==> config.mk <==
export PLATFORM = sky130hd
export DESIGN_NAME = led_p2s_serializer
export DESIGN_NICKNAME = d
export VERILOG_FILES = /design/src/rtl/led_p2s_serializer.sv
export SDC_FILE = /design/constraint.sdc
export NUM_CORES = 1
export LEC_CHECK = 0
export BUFFER_PORTS_ARGS = -buffer_cell sky130_fd_sc_hd__buf_2
export CELL_PAD_IN_SITES_DETAIL_PLACEMENT = 0
export CELL_PAD_IN_SITES_GLOBAL_PLACEMENT = 1
export CORE_MARGIN = 10
export CORE_UTILIZATION = 37
export CTS_CLUSTER_SIZE = 40
export DETAILED_ROUTE_END_ITERATION = 10
export PLACE_DENSITY_LB_ADDON = 0.1
export SLEW_MARGIN = 20
export SYNTH_ARGS = -nofsm -noshare
export SYNTH_HDL_FRONTEND = slang
export SYNTH_SLANG_ARGS = --single-unit
==> constraint.sdc <==
create_clock -name clk -period 2.6 [get_ports clk]
set_clock_uncertainty 0.15 [all_clocks]
set_input_delay 0.26 -clock clk [delete_from_list [all_inputs] [get_ports clk]]
set_output_delay 0.26 -clock clk [all_outputs]
set_load 0.05 [all_outputs]
==> src/rtl/led_p2s_serializer.sv <==
// ============================================================================
// led_p2s_serializer
//
// Parallel-to-serial driver for 74HC595-style LED / segment shift-register
// chains. A rising edge on `start` captures a WIDTH-bit word, which is then
// shifted out on `sdat` together with a generated serial clock `sclk`. Each
// frame ends with a latch strobe on `slatch`, followed by a single-cycle
// `done` pulse.
//
// Frame timeline, counted in system clocks from the load edge:
//   SHIFT : WIDTH bits. Each bit is sclk low for DIV cycles, then high for
//           DIV cycles. sdat changes only at bit boundaries, when sclk is low.
//   LATCH : DIV cycles with slatch high and both sclk and sdat low.
//   DONE  : one cycle with done high.
//   The done cycle falls 2*DIV*WIDTH + DIV cycles after the load edge.
//
// Parameters:
//   WIDTH     bits per frame (2..64)
//   DIV       system clocks per sclk half-period (>= 1)
//   LSB_FIRST 1: bit 0 is shifted first, 0: bit WIDTH-1 is shifted first
//
// Ports:
//   clk     in   1      system clock, rising edge
//   rst     in   1      synchronous reset, active-low
//   start   in   1      level input; its rising edge requests a frame
//   p_in    in   WIDTH  parallel data, sampled only at frame load
//   sdat    out  1      serial data
//   sclk    out  1      serial clock (the chain samples on its rising edge)
//   slatch  out  1      latch/store strobe, active-high
//   busy    out  1      high while a frame is in progress
//   done    out  1      one-cycle pulse at frame completion
// ============================================================================
module led_p2s_serializer #(
    parameter int WIDTH     = 16,
    parameter int DIV       = 2,
    parameter bit LSB_FIRST = 1'b1
) (
    input  logic             clk,
    input  logic             rst,
    input  logic             start,
    input  logic [WIDTH-1:0] p_in,
    output logic             sdat,
    output logic             sclk,
    output logic             slatch,
    output logic             busy,
    output logic             done
);

    localparam int DIV_W = (DIV > 1) ? $clog2(DIV) : 1;
    localparam int BIT_W = (WIDTH > 1) ? $clog2(WIDTH) : 1;

    localparam logic [DIV_W-1:0] DIV_LAST = DIV_W'(DIV - 1);
    localparam logic [BIT_W-1:0] BIT_LAST = BIT_W'(WIDTH - 1);

    typedef enum logic [1:0] {
        S_IDLE  = 2'd0,
        S_SHIFT = 2'd1,
        S_LATCH = 2'd2,
        S_DONE  = 2'd3
    } state_t;

    state_t             state_q, state_d;
    logic [WIDTH-1:0]   shreg_q, shreg_d;
    logic [DIV_W-1:0]   div_q,   div_d;
    logic [BIT_W-1:0]   bit_q,   bit_d;
    logic               phase_q, phase_d;   // 0: sclk-low half, 1: sclk-high half
    logic               start_q;

    logic               sdat_q,   sdat_d;
    logic               sclk_q,   sclk_d;
    logic               slatch_q, slatch_d;
    logic               busy_q,   busy_d;
    logic               done_q,   done_d;

    logic               req;

    // Bit presented to the chain: the end of the register nearest the output.
    function automatic logic out_bit(input logic [WIDTH-1:0] w);
        return LSB_FIRST ? w[0] : w[WIDTH-1];
    endfunction

    // Advance one place toward the output; the vacated position fills with 0.
    function automatic logic [WIDTH-1:0] shift_once(input logic [WIDTH-1:0] w);
        return LSB_FIRST ? (w >> 1) : (w << 1);
    endfunction

    assign req = start & ~start_q;

    // ------------------------------------------------------------------
    // Next-state and output decode. Outputs are computed for the state
    // being entered and then registered, so the board pins come straight
    // from flops and cannot glitch.
    // ------------------------------------------------------------------
    always_comb begin
        state_d  = state_q;
        shreg_d  = shreg_q;
        div_d    = div_q;
        bit_d    = bit_q;
        phase_d  = phase_q;
        sdat_d   = 1'b0;
        sclk_d   = 1'b0;
        slatch_d = 1'b0;
        busy_d   = 1'b0;
        done_d   = 1'b0;

        unique case (state_q)
            S_IDLE: begin
                if (req) begin
                    state_d = S_SHIFT;
                    shreg_d = p_in;
                    div_d   = '0;
                    bit_d   = '0;
                    phase_d = 1'b0;
                    busy_d  = 1'b1;
                    sdat_d  = out_bit(p_in);
                end
            end

            S_SHIFT: begin
                busy_d = 1'b1;
                if (div_q != DIV_LAST) begin
                    // Inside a half-period: hold both lines.
                    div_d  = div_q + 1'b1;
                    sclk_d = phase_q;
                    sdat_d = out_bit(shreg_q);
                end else if (!phase_q) begin
                    // Low half complete: raise sclk, data unchanged.
                    div_d   = '0;
                    phase_d = 1'b1;
                    sclk_d  = 1'b1;
                    sdat_d  = out_bit(shreg_q);
                end else if (bit_q == BIT_LAST) begin
                    // High half of the final bit complete.
                    div_d    = '0;
                    bit_d    = '0;
                    phase_d  = 1'b0;
                    state_d  = S_LATCH;
                    slatch_d = 1'b1;
                end else begin
                    // Bit boundary: drop sclk and present the next bit.
                    div_d   = '0;
                    phase_d = 1'b0;
                    bit_d   = bit_q + 1'b1;
                    shreg_d = shift_once(shreg_q);
                    sdat_d  = out_bit(shift_once(shreg_q));
                end
            end

            S_LATCH: begin
                if (div_q != DIV_LAST) begin
                    div_d    = div_q + 1'b1;
                    slatch_d = 1'b1;
                    busy_d   = 1'b1;
                end else begin
                    div_d   = '0;
                    state_d = S_DONE;
                    done_d  = 1'b1;
                end
            end

            S_DONE: begin
                // Requests arriving here are dropped, not queued.
                state_d = S_IDLE;
            end

            default: begin
                state_d = S_IDLE;
            end
        endcase
    end

    // ------------------------------------------------------------------
    // State, datapath and output registers. Clearing start_q in reset
    // makes a start held high through reset release look like a fresh
    // rising edge, producing exactly one frame.
    // ------------------------------------------------------------------
    always_ff @(posedge clk) begin
        if (!rst) begin
            state_q  <= S_IDLE;
            shreg_q  <= '0;
            div_q    <= '0;
            bit_q    <= '0;
            phase_q  <= 1'b0;
            start_q  <= 1'b0;
            sdat_q   <= 1'b0;
            sclk_q   <= 1'b0;
            slatch_q <= 1'b0;
            busy_q   <= 1'b0;
            done_q   <= 1'b0;
        end else begin
            state_q  <= state_d;
            shreg_q  <= shreg_d;
            div_q    <= div_d;
            bit_q    <= bit_d;
            phase_q  <= phase_d;
            start_q  <= start;
            sdat_q   <= sdat_d;
            sclk_q   <= sclk_d;
            slatch_q <= slatch_d;
            busy_q   <= busy_d;
            done_q   <= done_d;
        end
    end

    assign sdat   = sdat_q;
    assign sclk   = sclk_q;
    assign slatch = slatch_q;
    assign busy   = busy_q;
    assign done   = done_q;

endmodule

After elaboration in Yosys (flattened, before gate mapping)
Index checks and enable logic that the tools add are counted.
- add/sub/neg operators: 2
- multipliers: 0
- div/mod/pow operators: 0
- $lt $le $gt $ge: 0
- equal/unequal tests: 10
- shifts and indexed selects: 0
- muxes and demuxes: 35
- bitwise gates (word level): 2
- reduce and logical (&&, ||, !) cells: 11
- operators with widths (cell ; count):
    $mux W16 ; 4
    $pmux W16 S2 ; 1
    $mux W4 ; 4
    $mux W1 ; 14
    $ne A2 B2 Y1 const B ; 6
    $mux W2 ; 5
    $reduce_and A5 Y1 ; 2
    $pmux W1 S2 ; 4
    $pmux W2 S4 ; 1
    $pmux W4 S2 ; 1
    $reduce_and A2 Y1 ; 4
    $add A4 B1 Y4 const B ; 1
    $eq A2 B2 Y1 const B ; 2
    $eq A4 B4 Y1 const B ; 1
    $reduce_and A4 Y1 ; 1
    $reduce_bool A2 Y1 ; 2
    $pmux W1 S3 ; 1
    $eq A2 B1 Y1 const B ; 1
    $logic_not A2 Y1 ; 1
    $reduce_or A2 Y1 ; 1
    $add A1 B1 Y1 const B ; 1
    $and A1 B1 Y1 ; 1
    $not A1 Y1 ; 1
- bits in registers: 30
- bits in latches: 0
- memory bits (writable): 0
- bits in read-only memories: 0
- input bits: 19
- output and inout bits: 5
- logic and storage cells: 71
- memories kept: 0

Longest topological paths before layout
Gate-level depths: netlist of the first run.
- word-level depth: 5
- depth in mapped cells: 9
- depth with buffers taken out: 6

Worst setup path before layout of the first run
OpenSTA, ideal clock, no wires.
- path type: reg2reg
- start: reg state_q[0]
- end: reg shreg_q[0]
- setup time: 116 ps
- arrival time: 1679 ps
- data required time: 2334 ps
- setup slack: 655 ps
- stages on the path, launching flop included: 10
- path buffers: 3
- clock period less this slack: 1945 ps
- cell sequence: dfxtp_1 -> inv_1 -> ha_1 -> buf_4 -> nor2_1 -> a211oi_4 -> and2_1 -> buf_6 -> buf_6 -> o211a_1
- longest elaborated chain between the ends: 3
- elaborated cells on any way between the ends: 9
- classes of those cells: eq/ne: 5; mux: 1; reduce/logical: 3
- ends and longest elaborated chain (item ; line ; source):
    start, declared ; 62 ; state_t state_q, state_d;
    start signal, assigned ; 191 ; state_q <= state_d;
    $eq A2 B1 Y1 / $logic_not A2 Y1 (equally long branches) ; 106 ; unique case (state_q)
    $ne A2 B2 Y1 (no line) / $reduce_bool A2 Y1 (equally long branches) ; - ;
    $reduce_and A5 Y1 (no line) ; - ;
    end signal, assigned ; 192 ; shreg_q <= shreg_d;
    end, declared ; 63 ; logic [WIDTH-1:0] shreg_q, shreg_d;
Parallel ways exist; a longest one is shown, timed or not.
A chain may end at the register's enable or synchronous reset.

Worst setup path after layout of the first run
- start: reg state_q[1]
- end: reg bit_q[3]
- longest elaborated chain between the ends: 3
- elaborated cells on any way between the ends: 8
- classes of those cells: eq/ne: 4; mux: 1; reduce/logical: 3
- ends and longest elaborated chain (item ; line ; source):
    $eq A2 B1 Y1 / $logic_not A2 Y1 (equally long branches) ; 106 ;
    $ne A2 B2 Y1 (no line) / $reduce_bool A2 Y1 (equally long branches) ; - ;
    $reduce_and A4 Y1 (no line) ; - ;
    end signal, assigned ; 194 ; bit_q <= bit_d;
    end, declared ; 65 ; logic [BIT_W-1:0] bit_q, bit_d;
Parallel ways exist; a longest one is shown, timed or not.

==> results.py, run 1 <==
metrics = {
    "outcome": {
        "status": "completed",
    },
    "setup_path": {
        "cp_top_family": "compound AO/OA/AOI/OAI gates",
        "path_common_cell": "buf_4",
        "crit_buf_inv": 3,
        "cp_slowest_stage_delay_ns": 0.37,
        "setup.worst_path.end_class": "register",
        "path_depth": 8,
        "rr_endpoint": "bit_q[3]",
        "critical-path-slowest-cell": "dfxtp_1",
        "reg2reg_from": "state_q[1]",
        "path_cells": "inv_1 > ha_1 > buf_4 > a21boi_4 > a211oi_4 > buf_4 > a21boi_0 > o21a_1",
        "reg2reg_depth": 8,
        "cp.required_ns": 2.63,
        "critPathArrivalTime_ns": 2.09,
        "worstSetupPathType": "register to register",
        "timing.reg2reg.setup_slack_ns": 0.54,
        "crit_end": "bit_q[3]",
        "startpoint": "state_q[1]",
        "start_kind": "register",
        "crit_fanout": 17,
    },
    "power": {
        "swShare_pct": 39.7,
        "powerDensity_nw_per_um2": 1080,
        "intPower_mw": 1.16,
        "p_switching_mw": 0.759,
        "pwr-share-comb_pct": 46.9,
        "ir_drop_mv": 0.408,
        "power_frac_seq_pct": 34.7,
        "power_leakage_nw": 0.852,
        "pwr-share-clk_pct": 18.3,
    },
    "routing": {
        "postRouteAntennaNets": 0,
        "drt_iter0_markers": 98,
        "dr.pass1.iters": 5,
        "vias_per_cell": 5.28,
        "drc": 0,
        "wl_per_cell_um": 15.2,
        "drt_wl_total_um": 3560,
        "vias": 1235,
    },
    "timing": {
        "hold_viol": 0,
        "slew_viol_final": 0,
        "timing.hold.ws_ns": 0.0424,
        "timing.fmax_mhz": 486,
        "worst_pin_slew_ns": 0.550,
        "slew_headroom_pct": 63.4,
        "fin_crit_sh_pct": 79.2,
        "fin_tns_setup_ns": 0,
        "rsz0062_at_grt": "no",
        "setup_slack_ns": 0.542,
        "setup_viol": 0,
        "fin_crit_ns": 2.06,
    },
    "cells_and_area": {
        "seq_area_um2": 601,
        "drive_gt1_share_pct": 20.1,
        "syn2layout_area_growth_pct": 14.1,
        "final_util_pct": 43.9,
        "final_area_um2": 1770,
        "largest_reg_flops": 16,
        "antennaDiodeCount": 0,
        "nNetsFinal": 209,
        "top_regs": "shreg_q: 16 flops, bit_q: 4 flops, state_q: 2 flops",
        "nFillCells": 416,
        "multi_input_area_um2": 850,
        "regMostFlops": "shreg_q",
    },
    "logic_synthesis": {
        "synth.area.top_cells": "dfxtp_1, mux2i_1, o211a_1",
        "avgSynthCellArea_um2": 9.62,
        "netlist.top_cell.by_area": "dfxtp_1",
        "netlist_area_um2": 1550,
        "synth.most_common_cell": "dfxtp_1",
        "synth_edf_count": 0,
        "synth_warnings": 0,
        "synth_cell_types": 36,
        "synth_ff_type": "dfxtp_1",
        "synth-seq-area-share_pct": 38.8,
        "synth.net_count": 186,
        "netlist.area_leader.share_pct": 38.8,
        "synth_cells": 161,
        "async_flop_share_pct": 0,
        "ys_ff_latch": 30,
        "synth_common_cells": "dfxtp_1, nand3_1, mux2i_1, o211a_1, nand2_1",
    },
    "clock_network": {
        "clockBufferDepth": 2,
        "ctsHoldBuffers": 0,
        "postCtsSetupRepairBufs": 0,
        "cts_tree": "yes",
        "clock_sinks": 30,
        "ctsResizeCount": 0,
        "clk_pin_slew_ns": 0.06,
        "htree_levels": 2,
        "clock_latency_ns": 0.28,
        "cts_inserted_buffers": 5,
        "cts-root-buf": "clkbuf_8",
    },
    "die": {
        "coreArea_um2": 4030,
        "rows": 23,
        "die_w_um": 84.7,
        "num_io_pins": 24,
        "die_h_um": 84.7,
        "start_util_pct": 38.4,
        "dieArea_um2": 7170,
    },
    "placement": {
        "placed_area_um2": 1690,
        "place_hpwl_um": 2530,
        "place_congestion": 0.722,
        "io_buffers": 23,
        "pre_cts_ws_ns": 0.544,
    },
    "hold_path": {
        "min-delay-path-class": "input pin to register",
    },
    "global_route": {
        "antenna_found_initial": 0,
        "grt_max_degree": 33,
        "grt_first_pass_wirelength_um": 6040,
        "grt.total_usage_pct": 10.2,
        "gr-total-overflow": 0,
        "grt_pass1_vias": 1264,
    },
    "run": {
        "drv_cap": 0,
    },
}
-- cell families after synthesis --
logic type,Yosys count,share of synthesized area [%]
mux,16,10.3
flops,30,38.8
fa+ha+maj,6,4.85
buf+inv,18,6.38
compound gates,40,22.1
simple gates,51,17.6
-- layout make-up --
type                            count  share of cell area, %
Clock buffer                        7                   4.32
Inverter                            5                   1.06
Multi-Input combinational cell    113                   48.1
Sequential cell                    30                   34.0
Tap cell                           50                   3.54
Timing Repair Buffer               29                   9.06
-- metrics by stage --
step	total power [mW]	instances
2_1_floorplan	1.40	161
3_3_place_gp	1.56	227
5_1_grt	2.08	234
3_5_place_dp	1.59	227
6_report	1.91	234
4_1_cts	1.94	234
-- how the worst min path moves through the flow --
stage / end / from / cells past startpoint / slack (ns)
after detailed placement: shreg_q[15] / shreg_q[15] / 2 / 0.30
after global routing: start_q / start / 2 / 0.07
after floorplan: start_q / start / 1 / 0.23
final: start_q / start / 2 / 0.04
after CTS: start_q / start / 2 / 0.04
after global placement: shreg_q[15] / shreg_q[15] / 2 / 0.29
-- per-layer routing --
layer	GRT usage, %	share of wire (%)	vias to the layer above
li1	-	-	628
met1	11.3	45	581
met2	17.2	49	20
met3	4.15	4.5	6
met4	3.59	1.4	0
met5	0	0	-
-- power groups by stage --
stage | sequential [mW] | combinational, mW | clock [mW]
final | 0.665 | 0.899 | 0.351
after global routing | 0.684 | 1.01 | 0.386
after CTS | 0.667 | 0.913 | 0.365
after detailed placement | 0.677 | 0.910 | 0
after global placement | 0.672 | 0.891 | 0
after floorplan | 0.686 | 0.717 | 0
-- worst reg2reg max path, delay by kind of cell (launching register included) --
family / cells / cell delay, ns
AO/OA/AOI/OAI: 4 / 0.67
adder cells (fa/ha/maj): 1 / 0.22
buffers and inverters: 3 / 0.55
flip-flops: 1 / 0.37
-- layout by cell type, fill, tap and decap left out, types with 2 or more instances in the layout --
cell and n:
dfxtp_1 30, buf_2 23, nand3_1 20, mux2i_1 16
o211a_1 15, nand2_1 8, ha_1 6, buf_4 6
inv_1 5, o21ai_0 5, a21oi_1 5, clkbuf_8 5
nand2b_1 4, nor2_1 4, and2_1 4, a21boi_0 3
o21a_1 3, a22oi_1 2, nor2b_1 2, nor4_1 2
nand4_1 2, clkbuf_1 2
(Power assumes the default switching activity.)
==> inputs of run 2 (changes only) <==
- clock period: 2.6 -> 1.7 ns (I/O delays scaled with it)
==> run 2 against run 1 <==
Compared with the run above: the flow now finishes with violations (setup timing); largest cell class unchanged; critical path depth shrank 1; power grew 79%; critical path type unchanged; register-to-register slack lost 0.57 ns.
==> results.py, run 2 (synthesized netlist as in run 1, its figures left out) <==
metrics = {
    "timing": {
        "timing.hold.ws_ns": 0.0724,
        "fin_crit_sh_pct": 101,
        "slew_headroom_pct": 64.4,
        "hold_viol": 0,
        "fin_crit_ns": 1.73,
        "timing.fmax_mhz": 580,
        "worst_pin_slew_ns": 0.534,
        "rsz0062_at_grt": "yes",
        "setup_viol": 7,
        "slew_viol_final": 0,
        "setup_slack_ns": -0.0251,
    },
    "die": {
        "die_w_um": 84.7,
        "num_io_pins": 24,
        "coreArea_um2": 4030,
        "die_h_um": 84.7,
        "rows": 23,
        "dieArea_um2": 7170,
        "start_util_pct": 38.4,
    },
    "power": {
        "p_switching_mw": 1.28,
        "ir_drop_mv": 0.615,
        "power_leakage_nw": 0.958,
        "power_frac_seq_pct": 29.3,
        "pwr-share-clk_pct": 15.9,
        "pwr-share-comb_pct": 54.8,
        "intPower_mw": 2.15,
        "swShare_pct": 37.3,
        "powerDensity_nw_per_um2": 1720,
    },
    "global_route": {
        "grt_pass1_vias": 1430,
        "grt_max_degree": 33,
        "grt_first_pass_wirelength_um": 6490,
        "grt.total_usage_pct": 10.8,
        "antenna_found_initial": 0,
        "gr-total-overflow": 0,
    },
    "clock_network": {
        "cts-root-buf": "clkbuf_8",
        "clock_latency_ns": 0.28,
        "cts_inserted_buffers": 5,
        "postCtsSetupRepairBufs": 0,
        "htree_levels": 2,
        "clock_sinks": 30,
        "clk_pin_slew_ns": 0.07,
        "cts_tree": "yes",
        "clockBufferDepth": 2,
    },
    "cells_and_area": {
        "most-common-layout-cells": "dfxtp_1, buf_2, nand3_1, buf_4, mux2i_1",
        "largest_reg_flops": 16,
        "multi_input_area_um2": 891,
        "antennaDiodeCount": 0,
        "drive_gt1_share_pct": 30.7,
        "syn2layout_area_growth_pct": 28.5,
        "seq_area_um2": 606,
        "regMostFlops": "shreg_q",
        "mostFrequentLayoutCell": "dfxtp_1",
        "nNetsFinal": 226,
        "nFillCells": 381,
        "top_regs": "shreg_q: 16 flops, bit_q: 4 flops, state_q: 2 flops",
    },
    "setup_path": {
        "path_cells": "inv_4 > ha_4 > a21boi_4 > a211oi_4 > and2_4 > clkbuf_16 > o211a_1",
        "start_kind": "register",
        "cp.required_ns": 1.77,
        "critical-path-slowest-cell": "dfxtp_2",
        "cp_slowest_stage_delay_ns": 0.35,
        "crit_fanout": 8,
        "cp_top_family": "compound AO/OA/AOI/OAI gates",
        "crit_buf_inv": 2,
        "setup.worst_path.end_class": "register",
        "worstSetupPathType": "register to register",
        "critPathArrivalTime_ns": 1.80,
    },
    "run": {
        "drv_cap": 0,
    },
    "routing": {
        "dr.pass1.iters": 6,
        "drt_iter0_markers": 47,
        "wl_per_cell_um": 15.0,
        "vias": 1322,
        "drc": 0,
        "postRouteAntennaNets": 0,
        "vias_per_cell": 5.25,
        "drt_wl_total_um": 3790,
    },
    "placement": {
        "place_congestion": 0.816,
        "place_hpwl_um": 2730,
        "io_buffers": 23,
        "pre_cts_ws_ns": -0.0569,
    },
    "hold_path": {
        "min-delay-path-class": "input pin to register",
    },
    "outcome": {
        "violations": "setup timing",
        "status": "complete, but fails checks",
    },
}
## run 2: cell types whose count changed in the layout (fill, tap and decap cells not counted), moves of 2 or more
cell | before | now
buf_4 | 6 | 17
dfxtp_1 | 30 | 28
inv_1 | 5 | 3
and2_4 | 0 | 2
ha_1 | 6 | 4
ha_4 | 0 | 2
dlygate4sd3_1 | 0 | 2
buf_6 | 0 | 2
and2_1 | 4 | 2
## run 2: worst paths after layout
check	start	to	slack [ns]	depth (start not counted)
worst max-delay path	state_q[1]	shreg_q[6]	-0.03	7
worst min register to register	shreg_q[15]	shreg_q[15]	0.31	2
worst max register to register	state_q[1]	shreg_q[6]	-0.03	7
worst min-delay path	p_in[0]	sdat	0.07	3
## run 2: layout make-up
type | count | share of cell area, %
multi-input cells | 113 | 44.8
flip-flops and latches | 30 | 30.4
repair buffers | 46 | 16.6
clock buffers | 8 | 4.02
well taps | 50 | 3.14
inverters | 5 | 1.07
## run 2: worst register-to-register path: cells and delay by family, from the launching register on
| kind | cells | cell delay (ns) |
|---|---|---|
| AO/OA/AOI/OAI | 3 | 0.55 |
| flip-flops | 1 | 0.35 |
| AND/OR/NAND/NOR | 1 | 0.24 |
| buffers and inverters | 2 | 0.20 |
| adder cells (fa/ha/maj) | 1 | 0.18 |
## run 2: per-layer routing
| metal | share of wire, % | GRT usage, % |
|---|---|---|
| met2 | 50 | 19.4 |
| met1 | 44 | 11.1 |
| met5 | 0 | 0 |
| met4 | 1.8 | 4.19 |
| met3 | 4.4 | 4.15 |
## run 2: through the flow
| step | power (mW) | instance area (um2) | std cells | setup TNS (ns) | util (%) |
|---|---|---|---|---|---|
| after floorplan | 2.22 | 1580 | 161 | -2.32 | - |
| after global placement | 2.67 | 1840 | 241 | -0.0642 | 45.6 |
| after detailed placement | 2.72 | 1840 | 241 | -0.567 | 45.6 |
| after CTS | 3.38 | 1970 | 251 | -0.000411 | 48.8 |
| after global routing | 3.70 | 1990 | 252 | -1.45 | 49.4 |
| final | 3.43 | 1990 | 252 | -0.100 | 49.4 |
## run 2: repair_timing
action	4_1_cts	5_1_grt
hold endpoints to repair	2	0
gates resized for setup	7	0
endpoints found under the setup margin	21	19
hold buffers	2	0
pin swaps	7	6
cloned	0	1
## run 2: power groups by stage
stage,combinational [mW],clock [mW],sequential (mW)
floorplan,1.15,0,1.06
global placement,1.66,0,1.01
detailed placement,1.70,0,1.02
CTS,1.80,0.570,1.01
global route,2.07,0.598,1.03
finish,1.88,0.546,1.01
==> inputs of run 3 (changes only) <==
- CORE_ASPECT_RATIO: not set -> 0.9
- CTS_CLUSTER_DIAMETER: not set -> 40
==> run 3 against run 2 <==
Compared with the run above: the flow still finishes with violations (setup timing); hold slack worse by 0.058 ns; maximum frequency up 0.77%; first-iteration DRC count up 26%; register-to-register slack about the same; die area about the same; critical path type unchanged; largest power group unchanged.
==> results.py, run 3 (synthesized netlist as in run 1, its figures left out) <==
metrics = {
    "outcome": {
        "status": "complete, but fails checks",
        "violations": "setup timing",
    },
    "setup_path": {
        "crit_end": "shreg_q[5]",
        "crit_fanout": 16,
        "start_kind": "register",
        "startpoint": "state_q[1]",
        "critPathArrivalTime_ns": 1.78,
        "worstSetupPathType": "register to register",
        "rr_endpoint": "shreg_q[5]",
        "reg2reg_depth": 7,
        "reg2reg_from": "state_q[1]",
        "cp.required_ns": 1.77,
        "setup.worst_path.end_class": "register",
        "timing.reg2reg.setup_slack_ns": -0.01,
    },
    "placement": {
        "place_congestion": 0.780,
        "place_hpwl_um": 2730,
        "placed_area_um2": 1830,
        "io_buffers": 23,
    },
    "clock_network": {
        "clock_sinks": 30,
        "postCtsSetupRepairBufs": 0,
        "cts_inserted_buffers": 5,
        "cts_tree": "yes",
        "cts-root-buf": "clkbuf_8",
        "clock_latency_ns": 0.27,
        "htree_levels": 2,
        "clockBufferDepth": 2,
        "clk_pin_slew_ns": 0.06,
    },
    "routing": {
        "dr.pass1.iters": 5,
        "drc": 0,
        "drt_iter0_markers": 59,
        "vias_per_cell": 5.39,
        "drt_wl_total_um": 3600,
        "vias": 1325,
        "postRouteAntennaNets": 0,
        "wl_per_cell_um": 14.7,
    },
    "timing": {
        "fin_crit_sh_pct": 101,
        "slew_headroom_pct": 63.5,
        "setup_slack_ns": -0.0120,
        "setup_viol": 7,
        "timing.fmax_mhz": 584,
        "fin_crit_ns": 1.71,
        "slew_viol_final": 0,
        "rsz0062_at_grt": "yes",
        "hold_viol": 0,
        "worst_pin_slew_ns": 0.547,
    },
    "cells_and_area": {
        "most-common-layout-cells": "dfxtp_1, buf_2, nand3_1, mux2i_1",
        "top_regs": "shreg_q: 16 flops, bit_q: 4 flops, state_q: 2 flops",
        "antennaDiodeCount": 0,
        "final_util_pct": 48.2,
        "regMostFlops": "shreg_q",
        "nNetsFinal": 222,
        "mostFrequentLayoutCell": "dfxtp_1",
        "largest_reg_flops": 16,
        "syn2layout_area_growth_pct": 26.8,
        "drive_gt1_share_pct": 31.8,
        "final_area_um2": 1960,
    },
    "die": {
        "rows": 22,
        "num_io_pins": 24,
        "start_util_pct": 38.0,
        "dieArea_um2": 7180,
        "coreArea_um2": 4070,
        "die_h_um": 81.4,
        "die_w_um": 88.2,
    },
    "global_route": {
        "grt.total_usage_pct": 11.1,
        "grt_max_degree": 33,
        "gr-total-overflow": 0,
        "grt_pass1_vias": 1321,
        "grt_first_pass_wirelength_um": 6290,
        "antenna_found_initial": 0,
    },
    "hold_path": {
        "min-delay-path-class": "input pin to register",
        "hp-start": "p_in[15]",
    },
    "power": {
        "powerDensity_nw_per_um2": 1720,
        "ir_drop_mv": 0.673,
        "total_power_mw": 3.37,
        "power_leakage_nw": 0.945,
    },
    "run": {
        "drv_cap": 0,
    },
}
[run 3: repair_timing]
item,4_1_cts,5_1_grt
resized for setup,6,3
endpoints found under the setup margin,23,20
pin swaps,0,0
hold endpoints to repair,1,0
hold buffers,1,0
[run 3: how the worst min path moves through the flow]
stage	endpoint	slack, ns	cells after the start
floorplan	start_q	0.14	1
global placement	start_q	0.24	2
detailed placement	start_q	0.24	2
CTS	shreg_q[15]	0.005	3
global route	shreg_q[15]	0.01	3
finish	shreg_q[15]	0.01	3
[run 3: final cells by class]
type	instances	area (um2)
fillers	398	2110
inverters	5	21.3
multi-input cells	113	897
repair buffers	42	289
clock inverters	1	5.00
clock buffers	7	86.3
flip-flops and latches	30	606
well taps	48	60.1
[run 3: metal layers]
| layer | wire length [um] | GRT usage [%] | vias up |
|---|---|---|---|
| li1 | - | - | 659 |
| met1 | 1780 | 14.0 | 630 |
| met2 | 1540 | 16.7 | 29 |
| met3 | 235 | 4.20 | 7 |
| met4 | 49 | 4.35 | 0 |
| met5 | 0 | 0 | - |
[run 3: worst max-delay path, cell delays in order, from the launching register on]
cell	delay (ns)
dfxtp_2	0.35
inv_4	0.05
ha_4	0.17
a21boi_4	0.15
a211oi_4	0.30
and2_4	0.21
buf_12	0.14
o211a_1	0.16
[run 3: metrics by stage]
step | setup TNS [ns] | setup slack [ns] | cells | hold slack (ns)
3_3_place_gp | -0.531 | -0.0488 | 237 | 0.239
6_report | -0.0506 | -0.0120 | 246 | 0.0144
3_5_place_dp | -1.97 | -0.146 | 237 | 0.242
5_1_grt | -1.14 | -0.0868 | 246 | 0.0129
4_1_cts | -0.0195 | -0.00507 | 246 | 0.00473
2_1_floorplan | -2.32 | -0.176 | 161 | 0.142
[run 3: power by group]
group / total [mW] / switching, mW / internal [mW]
registers: 1.00 / 0.107 / 0.898
clock network: 0.572 / 0.247 / 0.326
logic: 1.80 / 0.906 / 0.890
total: 3.37 / 1.26 / 2.11
